--- src/rtl/wb_demux_router.sv ---
// wb_demux_router: routes one input beat (select code + data) to one of NCH
// output channels, each with a single-entry holding register and a
// valid/ready handshake. Codes without writeback, and codes >= NCH, are
// dropped and counted in a saturating counter.
// Optional build macro WB_ZERO_FILL_EN: in-range codes whose WB_MASK bit is 0
// are routed to their channel with zeroed data instead of being dropped.
module wb_demux_router #(
    parameter int          DATA_W  = 16,
    parameter int          NCH     = 16,
    parameter int          SEL_W   = $clog2(NCH),
    parameter logic [63:0] WB_MASK = 64'h0000_0000_0000_08FF,
    parameter int          CNT_W   = 8
) (
    input  logic                  clk,
    input  logic                  rst_n,
    input  logic                  in_valid,
    output logic                  in_ready,
    input  logic [SEL_W-1:0]      in_sel,
    input  logic [DATA_W-1:0]     in_data,
    output logic [NCH-1:0]        out_valid,
    input  logic [NCH-1:0]        out_ready,
    output logic [NCH*DATA_W-1:0] out_data,
    output logic [CNT_W-1:0]      drop_cnt,
    output logic                  busy
);

    // Every value in_sel can take, including codes >= NCH.
    localparam int NCODE = 1 << SEL_W;

    typedef enum logic {EMPTY = 1'b0, FULL = 1'b1} chan_state_t;

    chan_state_t         state  [NCH];
    logic [DATA_W-1:0]   data_q [NCH];

    logic [NCODE-1:0]    code_route;  // code goes to a channel
    logic [NCODE-1:0]    code_zero;   // code goes to a channel with zeroed data
    logic [NCODE-1:0]    free_pad;    // channel can take a beat this cycle
    logic [NCH-1:0]      fill;
    logic                route;
    logic                accept;
    logic [DATA_W-1:0]   fill_data;

    // Per-code routing table; constant after elaboration, so indexing it
    // with any in_sel value is safe even when in_sel >= NCH.
    always_comb begin
        // NOTE: every always_comb output gets a default first so no path can infer a latch.
        code_route = '0;
        code_zero  = '0;
        for (int c = 0; c < NCODE; c++) begin
`ifdef WB_ZERO_FILL_EN
            code_route[c] = (c < NCH);
            code_zero[c]  = (c < NCH) && !WB_MASK[c];
`else
            code_route[c] = (c < NCH) && WB_MASK[c];
            code_zero[c]  = 1'b0;
`endif
        end
    end

    // Channel availability padded to NCODE so out-of-range codes read 0.
    always_comb begin
        free_pad          = '0;
        free_pad[NCH-1:0] = ~out_valid | out_ready;
    end

    // Handshake: depends only on in_sel and channel state, never on in_valid.
    always_comb begin
        route     = code_route[in_sel];
        in_ready  = route ? free_pad[in_sel] : 1'b1;
        accept    = in_valid && in_ready;
        fill_data = code_zero[in_sel] ? '0 : in_data;
        fill      = '0;
        for (int i = 0; i < NCH; i++) begin
            fill[i] = accept && route && (in_sel == SEL_W'(i));
        end
    end

    // Per-channel EMPTY/FULL state machine.
    always_ff @(posedge clk or negedge rst_n) begin
        if (!rst_n) begin
            for (int i = 0; i < NCH; i++) begin
                // NOTE: sequential state uses <= so all channels update from the same pre-edge values.
                state[i] <= EMPTY;
            end
        end else begin
            for (int i = 0; i < NCH; i++) begin
                case (state[i])
                    EMPTY:   if (fill[i]) state[i] <= FULL;
                    FULL:    if (out_ready[i] && !fill[i]) state[i] <= EMPTY;
                    default: state[i] <= EMPTY;
                endcase
            end
        end
    end

    // Holding registers: load on fill, keep the last value after a drain.
    always_ff @(posedge clk or negedge rst_n) begin
        if (!rst_n) begin
            for (int i = 0; i < NCH; i++) begin
                // NOTE: the data storage is reset because out_data must read 0 out of reset.
                data_q[i] <= '0;
            end
        end else begin
            for (int i = 0; i < NCH; i++) begin
                if (fill[i]) data_q[i] <= fill_data;
            end
        end
    end

    // Saturating count of dropped beats.
    always_ff @(posedge clk or negedge rst_n) begin
        if (!rst_n) begin
            drop_cnt <= '0;
        end else if (accept && !route && (drop_cnt != '1)) begin
            drop_cnt <= drop_cnt + CNT_W'(1);
        end
    end

    // Output flattening; busy comes straight from the state flops.
    always_comb begin
        out_data = '0;
        for (int i = 0; i < NCH; i++) begin
            out_valid[i]                  = (state[i] == FULL);
            out_data[i*DATA_W +: DATA_W] = data_q[i];
        end
        busy = |out_valid;
    end

endmodule
--- config.mk ---
export PLATFORM = sky130hd
export DESIGN_NAME = wb_demux_router
export DESIGN_NICKNAME = d
export VERILOG_FILES = /design/src/rtl/wb_demux_router.sv
export SDC_FILE = /design/constraint.sdc
export NUM_CORES = 1
export LEC_CHECK = 0
export CAP_MARGIN = 10
export CORE_AREA = 10 10 148 184
export CTS_BUF_LIST = sky130_fd_sc_hd__clkbuf_16
export DETAILED_ROUTE_END_ITERATION = 10
export DIE_AREA = 0 0 158 194
export GPL_ROUTABILITY_DRIVEN = 0
export HOLD_SLACK_MARGIN = 0.08
export PLACE_DENSITY = 0.75
export SETUP_SLACK_MARGIN = 0.2
export SYNTH_ARGS = -nofsm -noshare
export SYNTH_HDL_FRONTEND = slang
export SYNTH_SLANG_ARGS = --single-unit
--- constraint.sdc ---
create_clock -name clk -period 5.3 [get_ports clk]
set_clock_uncertainty 0.1 [all_clocks]
set_input_delay 1.325 -clock clk [delete_from_list [all_inputs] [get_ports clk]]
set_output_delay 1.325 -clock clk [all_outputs]
set_load 0.02 [all_outputs]
* Yosys cells after proc, flatten, opt, wreduce, memory -nomap -nowiden
Memory sizes are Yosys's and may differ from the RTL's.
Cells that the tools add are included.
** Word-level totals
- Word-level logic and storage cells :: 180
- Output and inout bits :: 282
- Register bits :: 280
- Memories :: 2
- Input port bits :: 39
- Memory bits (read-only) :: 32
** Cells by class
- Muxes and demuxes :: 54
- Bitwise gates (word level) :: 18
- Add/sub/neg operators :: 1
- Magnitude comparators :: 1
- Reductions and logical operators :: 55
- Equal/unequal tests :: 16
** Memory list
- (no name shown) :: words 16, bits a word 1, rd ports 1, clocked after Yosys merged registers in 0, wr ports 0, RTL line 71 : fill_data = code_zero[in_sel] ? '0 : in_data;
- (no name shown) :: words 16, bits a word 1, rd ports 1, clocked after Yosys merged registers in 0, wr ports 0, RTL line 68 : route = code_route[in_sel];
** Operators with widths (number)
- $logic_and A1 B1 Y1 :: 36
- $mux W1 :: 36
- $eq A4 B4 Y1 const B :: 8
- $pmux W1 S2 :: 16
- $logic_not A1 Y1 :: 17
- $eq A4 B3 Y1 const B :: 4
- $mux W16 :: 1
- $not A1 Y1 :: 16
- $not A16 Y16 :: 1
- $or A16 B16 Y16 :: 1
- $reduce_or A16 Y1 :: 1
- $add A8 B1 Y8 const B :: 1
- $eq A4 B2 Y1 const B :: 2
- $ne A8 B8 Y1 const B :: 1
- $lt A4 B5 Y1 const B :: 1
- $bmux W1 S4 :: 1
- $eq A4 B1 Y1 const B :: 1
- $logic_not A4 Y1 :: 1

* Logic depth before layout (Yosys ltp)
- Depth in word-level cells :: 12
- Mapped depth :: 8
- Mapped depth without buffers :: 5

* Least setup slack after synthesis
Ideal clock, no wire load.
- Kind :: input to output
- From :: in in_sel[0]
- To :: out in_ready
- Path buffers :: 1
- Stages :: 5
- Path slack :: 1.101 ns
- Arrival :: 2.774 ns
- Data required time :: 3.875 ns
- Path through :: buf_6 -> nor2b_2 -> a32oi_1 -> o221ai_1 -> o311ai_0
** Between the ends
- Longest elaborated chain between the ends :: 3
** RTL lines
- start: declaration :: RTL line 18 : input logic [SEL_W-1:0] in_sel,
- $mem_v2 Z16 W1 or $bmux W1 S4 (tied branches)
- $mux W1 (on tied branches) :: RTL line 68, 69
- $mux W1 (*) :: RTL line 69 : in_ready = route ? free_pad[in_sel] : 1'b1;
- end: declaration :: RTL line 17 : output logic in_ready,
Mark *: on every way between the ends. The rest lies on a longest branch, timed or not. The select of a mux whose other input is x is not followed.

* Worst setup path in the final report
Ends and elaborated chain as after synthesis.

==> results.txt <==
number of standard cells after synthesis -> 635
power density of the placed cells -> 442 nW/µm²
vias in the first global route -> 6080
leakage power -> 6.29 nW
number of H-tree branching levels -> 1
final instance area -> 13900 µm²
placed cell count -> 1127
slowest stage delay, CP -> 570 ps
num ports -> 321
antenna violations before repair -> 0
Slew headroom -> 0.385
global-route total usage across every layer -> 0.161
kind of cell with the highest combined delay on the critical path -> buffers and inverters
CP max FO -> 8
total cell area at the placement stage -> 12900 µm²
diodes inserted -> 0
CP Launch Type -> primary input
clk sinks -> 280
unrepaired setup endpoints after global routing -> no
type of destination of the critical path -> output port
Post-CTS Setup Repair Bufs -> 0
min Tclk post-route -> 4680 ps
vias per std cell -> 4.69
number of hold-slack violations in the final timing report -> 0
final-report setup violation count -> 0
Die W -> 158 µm
cell with the most instances after synthesis -> sky130_fd_sc_hd__dfrtp_1
fraction of the yosys area taken by sequential cells -> 0.714
buffer levels on the longest clock path -> 3
Die Footprint -> 30700 µm²
Final Max Tran Viols -> 0
number of detailed-route iterations in the first pass -> 4
share of final-layout standard cells stronger than drive strength 1 -> 0.234
starting density of the core -> 0.416
cell types occupying the most area after synthesis -> sky130_fd_sc_hd__dfrtp_1 (71%), sky130_fd_sc_hd__mux2_2 (16%), sky130_fd_sc_hd__clkbuf_1 (4.3%)
core area -> 23600 µm²
max-cap violation count -> 0
worst setup path category -> in2out
Fin Setup TNS -> 0 ps
wire length after detailed routing -> 25600 µm
status -> finished, final reports clean
post-synthesis cell type with the largest combined area -> sky130_fd_sc_hd__dfrtp_1
post-synth net total -> 675
crit-path cells -> clkdlybuf4s50_1 -> nor2b_2 -> a32oi_1 -> o221ai_1 -> o311ai_0 -> dlymetal6s2s_1
buffers and inverters on the worst path -> 2
Post-Layout Cell Count -> 1176
number of nets still failing antenna checks after routing -> 0
DR WL/cell -> 21.8 µm
source-to-sink clock delay at the later pin of the worst-skew pair -> 510 ps
DR vias -> 5516
TritonCTS clock tree -> yes
clock-pin slew on the worst setup and hold paths -> 60 ps
number of buffers added by the clock tree synthesis step -> 27
worst-path cell with the longest stage delay -> sky130_fd_sc_hd__clkdlybuf4s50_1
area used by multi-input combinational logic -> 2240 µm²
Critical Path RT -> 3880 ps
share of the synthesized area in the top cell type -> 0.714
total of fill cells in the finished design -> 1841
most instantiated flip-flop cell in the synthesis netlist -> sky130_fd_sc_hd__dfrtp_1
number of distinct library cell variants in the gate-level netlist after synthesis -> 41
largest vdd supply drop -> 0.270 mV
Post-synth EDFFs -> 0
CTS Root Buffer Type -> sky130_fd_sc_hd__clkbuf_16
IO buf count -> 320
Max Clock Freq -> 214 MHz
GRT overflow -> 0
area used by sequential logic in the layout -> 7010 µm²
number of synthesized register bits -> 280
residual DRC count -> 0
measured slew at the worst slew-check pin -> 922 ps
Synthesis Warnings -> 0
wire length of the first global-routing pass -> 38600 µm
share of async-settable or async-resettable flops after synthesis -> 1.00
arrival time at the worst endpoint -> 3260 ps
Mean Syn Cell Area -> 15.5 µm²
HP Class -> reg2reg
commonest cells in the synthesized netlist -> sky130_fd_sc_hd__dfrtp_1 (280), sky130_fd_sc_hd__mux2_2 (136), sky130_fd_sc_hd__clkbuf_1 (112)
total number of nets in the final design -> 904
final critical-path share of the clock period -> 0.883
DRC marker count from the first detailed-route iteration -> 158
Detail Placement HPWL -> 18300 µm
Placement Rows -> 63
vertical die dimension -> 194 µm
area delta synth->final -> 41.9%
netlist area before placement -> 9810 µm²
maximum number of pins on one net before global-route repair -> 123
==> cell type report <==
| type | instances | area share |
|---|---|---|
| clock inverters | 22 | 0.0244 |
| multi-input cells | 223 | 0.161 |
| well taps | 292 | 0.0262 |
| repair buffers | 327 | 0.235 |
| flip-flops and latches | 280 | 0.503 |
| clock buffers | 27 | 0.0485 |
| inverters | 5 | 0.00135 |
==> repair_timing <==
action,CTS,global route
setup endpoints to repair,0,1
hold buffers,0,0
resized for setup,0,1
endpoints found under the hold margin,0,0
==> cells in the final DEF, fill, tap and decap left out, types with 2 or more instances in the layout <==
cell	instances
sky130_fd_sc_hd__dfrtp_1	280
sky130_fd_sc_hd__clkinv_2	2
sky130_fd_sc_hd__nor3_1	3
sky130_fd_sc_hd__clkinv_1	6
sky130_fd_sc_hd__inv_1	6
sky130_fd_sc_hd__o21ai_0	3
sky130_fd_sc_hd__xor2_1	6
sky130_fd_sc_hd__nand3_1	4
sky130_fd_sc_hd__nand3_2	3
sky130_fd_sc_hd__mux2_4	9
sky130_fd_sc_hd__nor4_1	4
sky130_fd_sc_hd__clkinv_4	2
sky130_fd_sc_hd__nor2b_1	8
sky130_fd_sc_hd__buf_4	6
sky130_fd_sc_hd__nand2_1	12
sky130_fd_sc_hd__nor2_1	4
sky130_fd_sc_hd__clkbuf_16	27
sky130_fd_sc_hd__clkdlybuf4s50_1	318
sky130_fd_sc_hd__nand4_1	3
sky130_fd_sc_hd__and3b_1	2
sky130_fd_sc_hd__mux2_2	136
sky130_fd_sc_hd__bufinv_16	9
sky130_fd_sc_hd__nand2b_1	5
==> layer usage <==
| layer | GRT usage | vias up | wire (µm) |
|---|---|---|---|
| li1 | - | 2509 | - |
| met1 | 0.185 | 2746 | 9790 |
| met2 | 0.268 | 239 | 12500 |
| met3 | 0.0788 | 22 | 3060 |
| met4 | 0.0301 | 0 | 300 |
| met5 | 0 | - | 0 |
==> stage by stage <==
step	total power [mW]	hold WS (ps)	util	setup WS, ps
floorplan	3.24	467	-	1100
global placement	4.02	264	0.548	347
detailed placement	4.06	264	0.548	275
CTS	6.25	279	0.591	259
global route	6.41	283	0.591	582
finish	6.16	273	0.591	618
==> logic make-up after synthesis <==
family / Yosys count / share of synthesized area
fa+ha+maj: 1 / 0.00127
xor+xnor: 7 / 0.00625
flops: 280 / 0.714
buf+inv: 132 / 0.0584
simple gates: 61 / 0.0439
compound gates: 9 / 0.00650
mux: 145 / 0.170
==> report_power, final <==
part / internal, mW / leakage [nW] / switching, mW / total (mW)
clock network: 1.37 / 0.495 / 0.793 / 2.16
logic: 0.715 / 2.14 / 0.705 / 1.42
registers: 2.42 / 3.66 / 0.162 / 2.58
total: 4.50 / 6.29 / 1.66 / 6.16
==> worst paths after layout <==
check                                endpoint  cells after the start          start  slack [ps]
worst max-delay path                 in_ready                      6      in_sel[0]         620
worst max register to register   out_data[97]                      4   out_valid[6]        3050
worst min register to register  out_data[157]                      0  out_data[157]         270
min in group asynchronous        out_data[15]                      1          rst_n         780
max in group asynchronous       out_data[231]                      2          rst_n        3280
worst min-delay path            out_data[157]                      0  out_data[157]         270
==> state kept, by name, indices dropped and copies added (netlist names) <==
register	cells
out_data	256
out_valid	16
drop_cnt	8
(Power assumes the default switching activity.)
